File: src/rtl/rgen_address_decoder_array.sv
// -----------------------------------------------------------------------------
// rgen_address_decoder_array
//
// Registered multi-register address decoder with a command/response handshake.
// One host command is decoded against NUM_REGISTERS address ranges. Each range
// has its own read/write rights and an optional shadow index. A hit with the
// right direction drives a registered one-hot select into the register array
// until the register reports done. Every other outcome is answered directly
// with an error status.
//
// Optional feature (compile-time macro RGEN_DECODER_TIMEOUT_EN):
//   An ACCESS watchdog. If the register does not finish within TIMEOUT_CYCLES
//   cycles, the access is abandoned with status TIMEOUT (11). When the macro
//   is undefined, ACCESS waits indefinitely and TIMEOUT is never produced.
//
// Ports:
//   clk, rst_n          clock, asynchronous active-low reset
//   i_command_valid     host command valid
//   o_command_ready     high only in IDLE
//   i_read, i_write     command direction (exactly one must be set)
//   i_address           command address
//   i_shadow_index      command shadow index
//   o_select            registered one-hot register select
//   o_read, o_write     latched direction, valid while o_select != 0
//   i_register_done     selected register finished (used only in ACCESS)
//   o_response_valid    response valid
//   o_response_status   00 OKAY, 01 ACCESS_ERROR, 10 DECODE_ERROR, 11 TIMEOUT
//   i_response_ready    host accepts the response
// -----------------------------------------------------------------------------
module rgen_address_decoder_array #(
  parameter int NUM_REGISTERS      = 4,
  parameter int ADDRESS_WIDTH      = 16,
  parameter logic [NUM_REGISTERS*ADDRESS_WIDTH-1:0] START_ADDRESSES = '0,
  parameter logic [NUM_REGISTERS*ADDRESS_WIDTH-1:0] END_ADDRESSES   = '0,
  parameter logic [NUM_REGISTERS-1:0] READABLE = '1,
  parameter logic [NUM_REGISTERS-1:0] WRITABLE = '1,
  parameter int SHADOW_INDEX_WIDTH = 1,
  parameter logic [NUM_REGISTERS-1:0] USE_SHADOW_INDEX = '0,
  parameter logic [NUM_REGISTERS*SHADOW_INDEX_WIDTH-1:0] SHADOW_INDEX_VALUES = '0,
  parameter int TIMEOUT_CYCLES     = 16
) (
  input  logic                          clk,
  input  logic                          rst_n,
  input  logic                          i_command_valid,
  output logic                          o_command_ready,
  input  logic                          i_read,
  input  logic                          i_write,
  input  logic [ADDRESS_WIDTH-1:0]      i_address,
  input  logic [SHADOW_INDEX_WIDTH-1:0] i_shadow_index,
  output logic [NUM_REGISTERS-1:0]      o_select,
  output logic                          o_read,
  output logic                          o_write,
  input  logic                          i_register_done,
  output logic                          o_response_valid,
  output logic [1:0]                    o_response_status,
  input  logic                          i_response_ready
);

  typedef enum logic [1:0] {
    IDLE    = 2'd0,
    ACCESS  = 2'd1,
    RESPOND = 2'd2
  } state_e;

  typedef enum logic [1:0] {
    STATUS_OKAY         = 2'b00,
    STATUS_ACCESS_ERROR = 2'b01,
    STATUS_DECODE_ERROR = 2'b10,
    STATUS_TIMEOUT      = 2'b11
  } status_e;

  state_e                   state, state_next;
  logic [NUM_REGISTERS-1:0] select_q, select_next;
  logic                     read_q, read_next;
  logic                     write_q, write_next;
  logic                     valid_q, valid_next;
  status_e                  status_q, status_next;

  logic [NUM_REGISTERS-1:0] hit_vec;
  logic [NUM_REGISTERS-1:0] win_onehot;
  logic                     hit_found;
  logic                     permit_read;
  logic                     permit_write;

`ifdef RGEN_DECODER_TIMEOUT_EN
  localparam int CountWidth = $clog2(TIMEOUT_CYCLES + 1);
  logic [CountWidth-1:0] count_q, count_next;
`endif

  // Per-register hit. Reserved registers (neither readable nor writable) are
  // masked out so they decode as unmapped.
  always_comb begin
    for (int i = 0; i < NUM_REGISTERS; i++) begin
      logic [ADDRESS_WIDTH-1:0]      start_addr;
      logic [ADDRESS_WIDTH-1:0]      end_addr;
      logic [SHADOW_INDEX_WIDTH-1:0] want_index;
      start_addr = START_ADDRESSES[i*ADDRESS_WIDTH +: ADDRESS_WIDTH];
      end_addr   = END_ADDRESSES[i*ADDRESS_WIDTH +: ADDRESS_WIDTH];
      want_index = SHADOW_INDEX_VALUES[i*SHADOW_INDEX_WIDTH +: SHADOW_INDEX_WIDTH];
      hit_vec[i] = (i_address >= start_addr) && (i_address <= end_addr)
                && (!USE_SHADOW_INDEX[i] || (i_shadow_index == want_index))
                && (READABLE[i] || WRITABLE[i]);
    end
  end

  // Lowest index wins: isolate the least significant set bit.
  assign win_onehot   = hit_vec & (~hit_vec + NUM_REGISTERS'(1));
  assign hit_found    = |hit_vec;
  assign permit_read  = |(win_onehot & READABLE);
  assign permit_write = |(win_onehot & WRITABLE);

  always_comb begin
    // NOTE: every signal written here gets a default first, so no path can
    // leave one unassigned and infer a latch.
    state_next  = state;
    select_next = select_q;
    read_next   = read_q;
    write_next  = write_q;
    valid_next  = valid_q;
    status_next = status_q;
`ifdef RGEN_DECODER_TIMEOUT_EN
    count_next  = count_q;
`endif

    case (state)
      IDLE: begin
        if (i_command_valid) begin
          if (i_read == i_write) begin
            state_next  = RESPOND;
            valid_next  = 1'b1;
            status_next = STATUS_ACCESS_ERROR;
          end else if (!hit_found) begin
            state_next  = RESPOND;
            valid_next  = 1'b1;
            status_next = STATUS_DECODE_ERROR;
          end else if ((i_read && permit_read) || (i_write && permit_write)) begin
            state_next  = ACCESS;
            select_next = win_onehot;
            read_next   = i_read;
            write_next  = i_write;
`ifdef RGEN_DECODER_TIMEOUT_EN
            count_next  = '0;
`endif
          end else begin
            state_next  = RESPOND;
            valid_next  = 1'b1;
            status_next = STATUS_ACCESS_ERROR;
          end
        end
      end

      ACCESS: begin
        // Done is checked first so it wins over a same-cycle timeout.
        if (i_register_done) begin
          state_next  = RESPOND;
          select_next = '0;
          read_next   = 1'b0;
          write_next  = 1'b0;
          valid_next  = 1'b1;
          status_next = STATUS_OKAY;
`ifdef RGEN_DECODER_TIMEOUT_EN
        end else if (count_q == CountWidth'(TIMEOUT_CYCLES - 1)) begin
          state_next  = RESPOND;
          select_next = '0;
          read_next   = 1'b0;
          write_next  = 1'b0;
          valid_next  = 1'b1;
          status_next = STATUS_TIMEOUT;
        end else begin
          count_next  = count_q + CountWidth'(1);
`endif
        end
      end

      RESPOND: begin
        if (i_response_ready) begin
          state_next  = IDLE;
          valid_next  = 1'b0;
          status_next = STATUS_OKAY;
        end
      end

      default: begin
        state_next  = IDLE;
        select_next = '0;
        read_next   = 1'b0;
        write_next  = 1'b0;
        valid_next  = 1'b0;
        status_next = STATUS_OKAY;
      end
    endcase
  end

  // NOTE: state registers use non-blocking assignments so every flop samples
  // the pre-edge values regardless of statement order.
  always_ff @(posedge clk or negedge rst_n) begin
    if (!rst_n) begin
      state    <= IDLE;
      select_q <= '0;
      read_q   <= 1'b0;
      write_q  <= 1'b0;
      valid_q  <= 1'b0;
      status_q <= STATUS_OKAY;
`ifdef RGEN_DECODER_TIMEOUT_EN
      count_q  <= '0;
`endif
    end else begin
      state    <= state_next;
      select_q <= select_next;
      read_q   <= read_next;
      write_q  <= write_next;
      valid_q  <= valid_next;
      status_q <= status_next;
`ifdef RGEN_DECODER_TIMEOUT_EN
      count_q  <= count_next;
`endif
    end
  end

  assign o_command_ready   = (state == IDLE);
  assign o_select          = select_q;
  assign o_read            = read_q;
  assign o_write           = write_q;
  assign o_response_valid  = valid_q;
  assign o_response_status = status_q;

endmodule

File: config.mk
export PLATFORM = sky130hd
export DESIGN_NAME = rgen_address_decoder_array
export DESIGN_NICKNAME = d
export VERILOG_FILES = /design/src/rtl/rgen_address_decoder_array.sv
export SDC_FILE = /design/constraint.sdc
export NUM_CORES = 1
export LEC_CHECK = 0
export CORE_UTILIZATION = 37
export CTS_CLUSTER_DIAMETER = 60
export CTS_CLUSTER_SIZE = 10
export DETAILED_ROUTE_END_ITERATION = 10
export PLACE_DENSITY = 0.82
export SETUP_SLACK_MARGIN = 0.4
export SYNTH_ARGS = -nofsm -noshare
export SYNTH_HDL_FRONTEND = slang
export SYNTH_SLANG_ARGS = --single-unit
File: constraint.sdc
create_clock -name clk -period 1.75 [get_ports clk]
set_clock_uncertainty 0.1 [all_clocks]
set_input_delay 0.525 -clock clk [delete_from_list [all_inputs] [get_ports clk]]
set_output_delay 0.525 -clock clk [all_outputs]
set_load 0.01 [all_outputs]
==> results by group <==
Synthesis
  – Syn avg cell area: a little under 9 um2
  – Main flop type after synthesis: dfrtp_1
  – Share of the synthesized area in the top cell type: between 30% and 40%
  – Syn Inst Count: 68
  – Register area share after synthesis: 33.3%
  – Asr flop ratio synth: 100%
  – Dominant cells by area after synthesis: dfrtp_1 (33%), nor4_2 (8.3%), buf_4 (7.5%), nand2_1 (5.0%), nand3_1 (4.2%)
  – Syn. warnings: 0
  – Synth Cell Area: roughly 600 um2
  – Register bit total from synthesis: 8
  – Synth area leader: dfrtp_1
  – Synth unique cells: 30
  – Post-synth EDFFs: 0

CTS
  – Worst-path clk slew: 0.05 ns
  – CTS root buf: clkbuf_4
  – H-tree levels: 1
  – CTS tree: yes
  – Worst skew pair latency: approximately 0.26 ns
  – Cts hold-fix bufs: 0
  – Clock buffer depth: 2
  – Clock buffer count from CTS: 3
  – TritonCTS Sinks: 8

Die
  – Total die area: 0.00179 mm2
  – Core area: 0.00151 mm2
  – Die Height: 42.3 um
  – Die span in x: approximately 42 um
  – Rows: 14
  – IO Pins: 34
  – Starting density of the core: around 40%

Worst setup path
  – Arrival time worst endpoint: around 1.7 ns
  – CP required: roughly 1.8 ns
  – Critical path endpoint category: flip-flop
  – Crit start category: input pin
  – Worst-path fanout max: 3
  – CP Class: input pin to flip-flop
  – R2R depth: 5
  – FF-to-FF setup slack: around 0.15 ns

Pwr
  – Combinational share of power: about two thirds
  – Maximum vdd drop: roughly 0.00087 V
  – Int Pwr: between 0.7 and 0.8 mW
  – Clock Power Share: 11.9%
  – Switch share: between 30 and 40%
  – P_leak: about 0.54 nW
  – Switch Pwr: ~0.46 mW
  – Sequential power share: between 20% and 30%
  – Pwr Density: roughly 1000 mW/mm2

Timing
  – F_max: approximately 0.62 GHz
  – Final Hold Vio Count: 0
  – Slew Limit Fails: 0
  – Post-layout min period: between 1.5 and 2 ns
  – Final worst path period share: around 90%
  – Endpoints failing setup: 0
  – Final setup margin: between 0.1 and 0.15 ns
  – RSZ-0062 raised after global routing: yes

Route
  – Final ANT Viol Nets: 0
  – Via count: roughly 790
  – Detailed Routing Iterations Pass 1: 4
  – DRT iter0 DRCs: 24
  – Final WL: ~2500 um
  – Vias per cell: around 5.5
  – Remaining DRCs: 0
  – Wire length per cell: 17.8 um

Finish
  – Final #Nets: between 150 and 200
  – Fill cells: 96
  – Area grow syn2layout: 103%
  – Ant diodes: 0
  – Share of layout cells above drive strength 1: just over 60%
  – Post-route insts no fill: approximately 140
  – Final core occ: between 80% and 90%

Global routing
  – Vias in the first global route: approximately 740
  – GRT overflow: 0
  – Largest net degree at the start of global routing: 9
  – Initial antenna violation count: 0
  – GRT Total Usage: roughly a quarter
  – First-pass GRT wire length: 3460 um

Placement
  – Post-DP HPWL: 1410 um
  – Post-placement worst setup slack: -0.406 ns
  – Routability Congestion: about 0.8
  – Placed cells: 124
  – Port buffer count: 29

Hold path
  – Hold Path Stages: 2
  – Min-delay worst type: flip-flop to flip-flop

Run status
  – Status: finished, final reports clean

Job
  – Number of max-cap violations: 0
[synth_stat cells (2+ instances only)]
cell,instances
o211ai_1,3
or4_1,2
o21a_1,2
nor4_2,4
buf_4,6
nand2b_1,2
o21ai_0,3
nand3_1,5
dfrtp_1,8
and3_1,2
inv_1,3
nand2_1,8
a21oi_1,3
[critical path, cell delays in order]
cell and delay (ns):
buf_2 0.11, nor4_4 0.30, nand2_2 0.13, or4_4 0.53, o211ai_1 0.09
[power groups by stage]
stage,clock network [mW],registers [mW],logic [mW]
after floorplan,0,0.309,0.272
after global placement,0,0.294,0.518
after detailed placement,0,0.299,0.529
after CTS,0.150,0.282,0.605
after global routing,0.157,0.289,0.849
final,0.145,0.286,0.793
[worst paths after layout]
check	startpoint	to
max	i_address[3]	o_write
max in group asynchronous	rst_n	o_response_status[1]
max reg2reg	state[0]	o_write
min	o_select[0]	o_select[0]
min reg2reg	o_select[0]	o_select[0]
min in group asynchronous	rst_n	o_write
[repair_timing]
item                       4_1_cts  5_1_grt
hold endpoints to repair         0        0
gates resized for setup        118       11
pin swaps                       15       11
setup buffers                    5       11
setup endpoints to repair       15       15
[metal layers]
metal / wire length (um) / vias up / global-route usage (%)
met2: 1310 / 26 / 44.6
met5: 0 / - / 0
met4: 36 / 0 / 9.38
met3: 109 / 6 / 8.19
li1: - / 367 / -
met1: 1080 / 388 / 31.1
[through the flow]
stage / instance area, um2 / hold WS (ns) / TNS [ns] / power (mW)
6_report: 1220 / 0.401 / 0 / 1.22
5_1_grt: 1220 / 0.424 / 0 / 1.30
4_1_cts: 1090 / 0.385 / 0 / 1.04
3_5_place_dp: 1020 / 0.385 / -2.63 / 0.827
3_3_place_gp: 1020 / 0.376 / -2.56 / 0.812
2_1_floorplan: 651 / 0.129 / 0 / 0.582
[cells by family after synthesis]
family	Yosys count	share of synthesized area, %
AOI/OAI and AO/OA	18	20.8
xor gates and xnor gates	2	2.92
buffers and inverters	9	9.37
DFF	8	33.3
muxes	1	1.67
other	1	0.624
and+or+nand+nor	29	31.3
[placed cells by master, fill, tap and decap left out, types with 2 or more instances in the layout]
cell,n
conb_1,3
clkbuf_4,3
nand2b_1,2
nand2_2,2
nor2_4,2
clkdlybuf4s15_1,5
buf_2,13
o211ai_1,3
inv_1,2
nand2_1,6
nand3_1,3
and2_4,2
or4_4,2
dfrtp_1,8
a21oi_1,3
nor4_4,5
buf_4,25
nand3_2,2
buf_6,12
dlygate4sd2_1,3
o21ai_2,2
[registers in the layout, summed over array words and instances, names as in the netlist]
signal             cells
o_response_status      2
state                  2
o_response_valid       1
o_write                1
o_read                 1
o_select               1
[area by class of cell]
| type | instances | area (um2) | area share, % |
|---|---|---|---|
| multi-input cells | 53 | 485 | 39.8 |
| repair buffers | 60 | 479 | 39.3 |
| flip-flops and latches | 8 | 200 | 16.4 |
| clock buffers | 3 | 22.5 | 1.85 |
| well taps | 16 | 20.0 | 1.64 |
| inverters | 3 | 11.3 | 0.924 |
(Power assumes the default switching activity.)
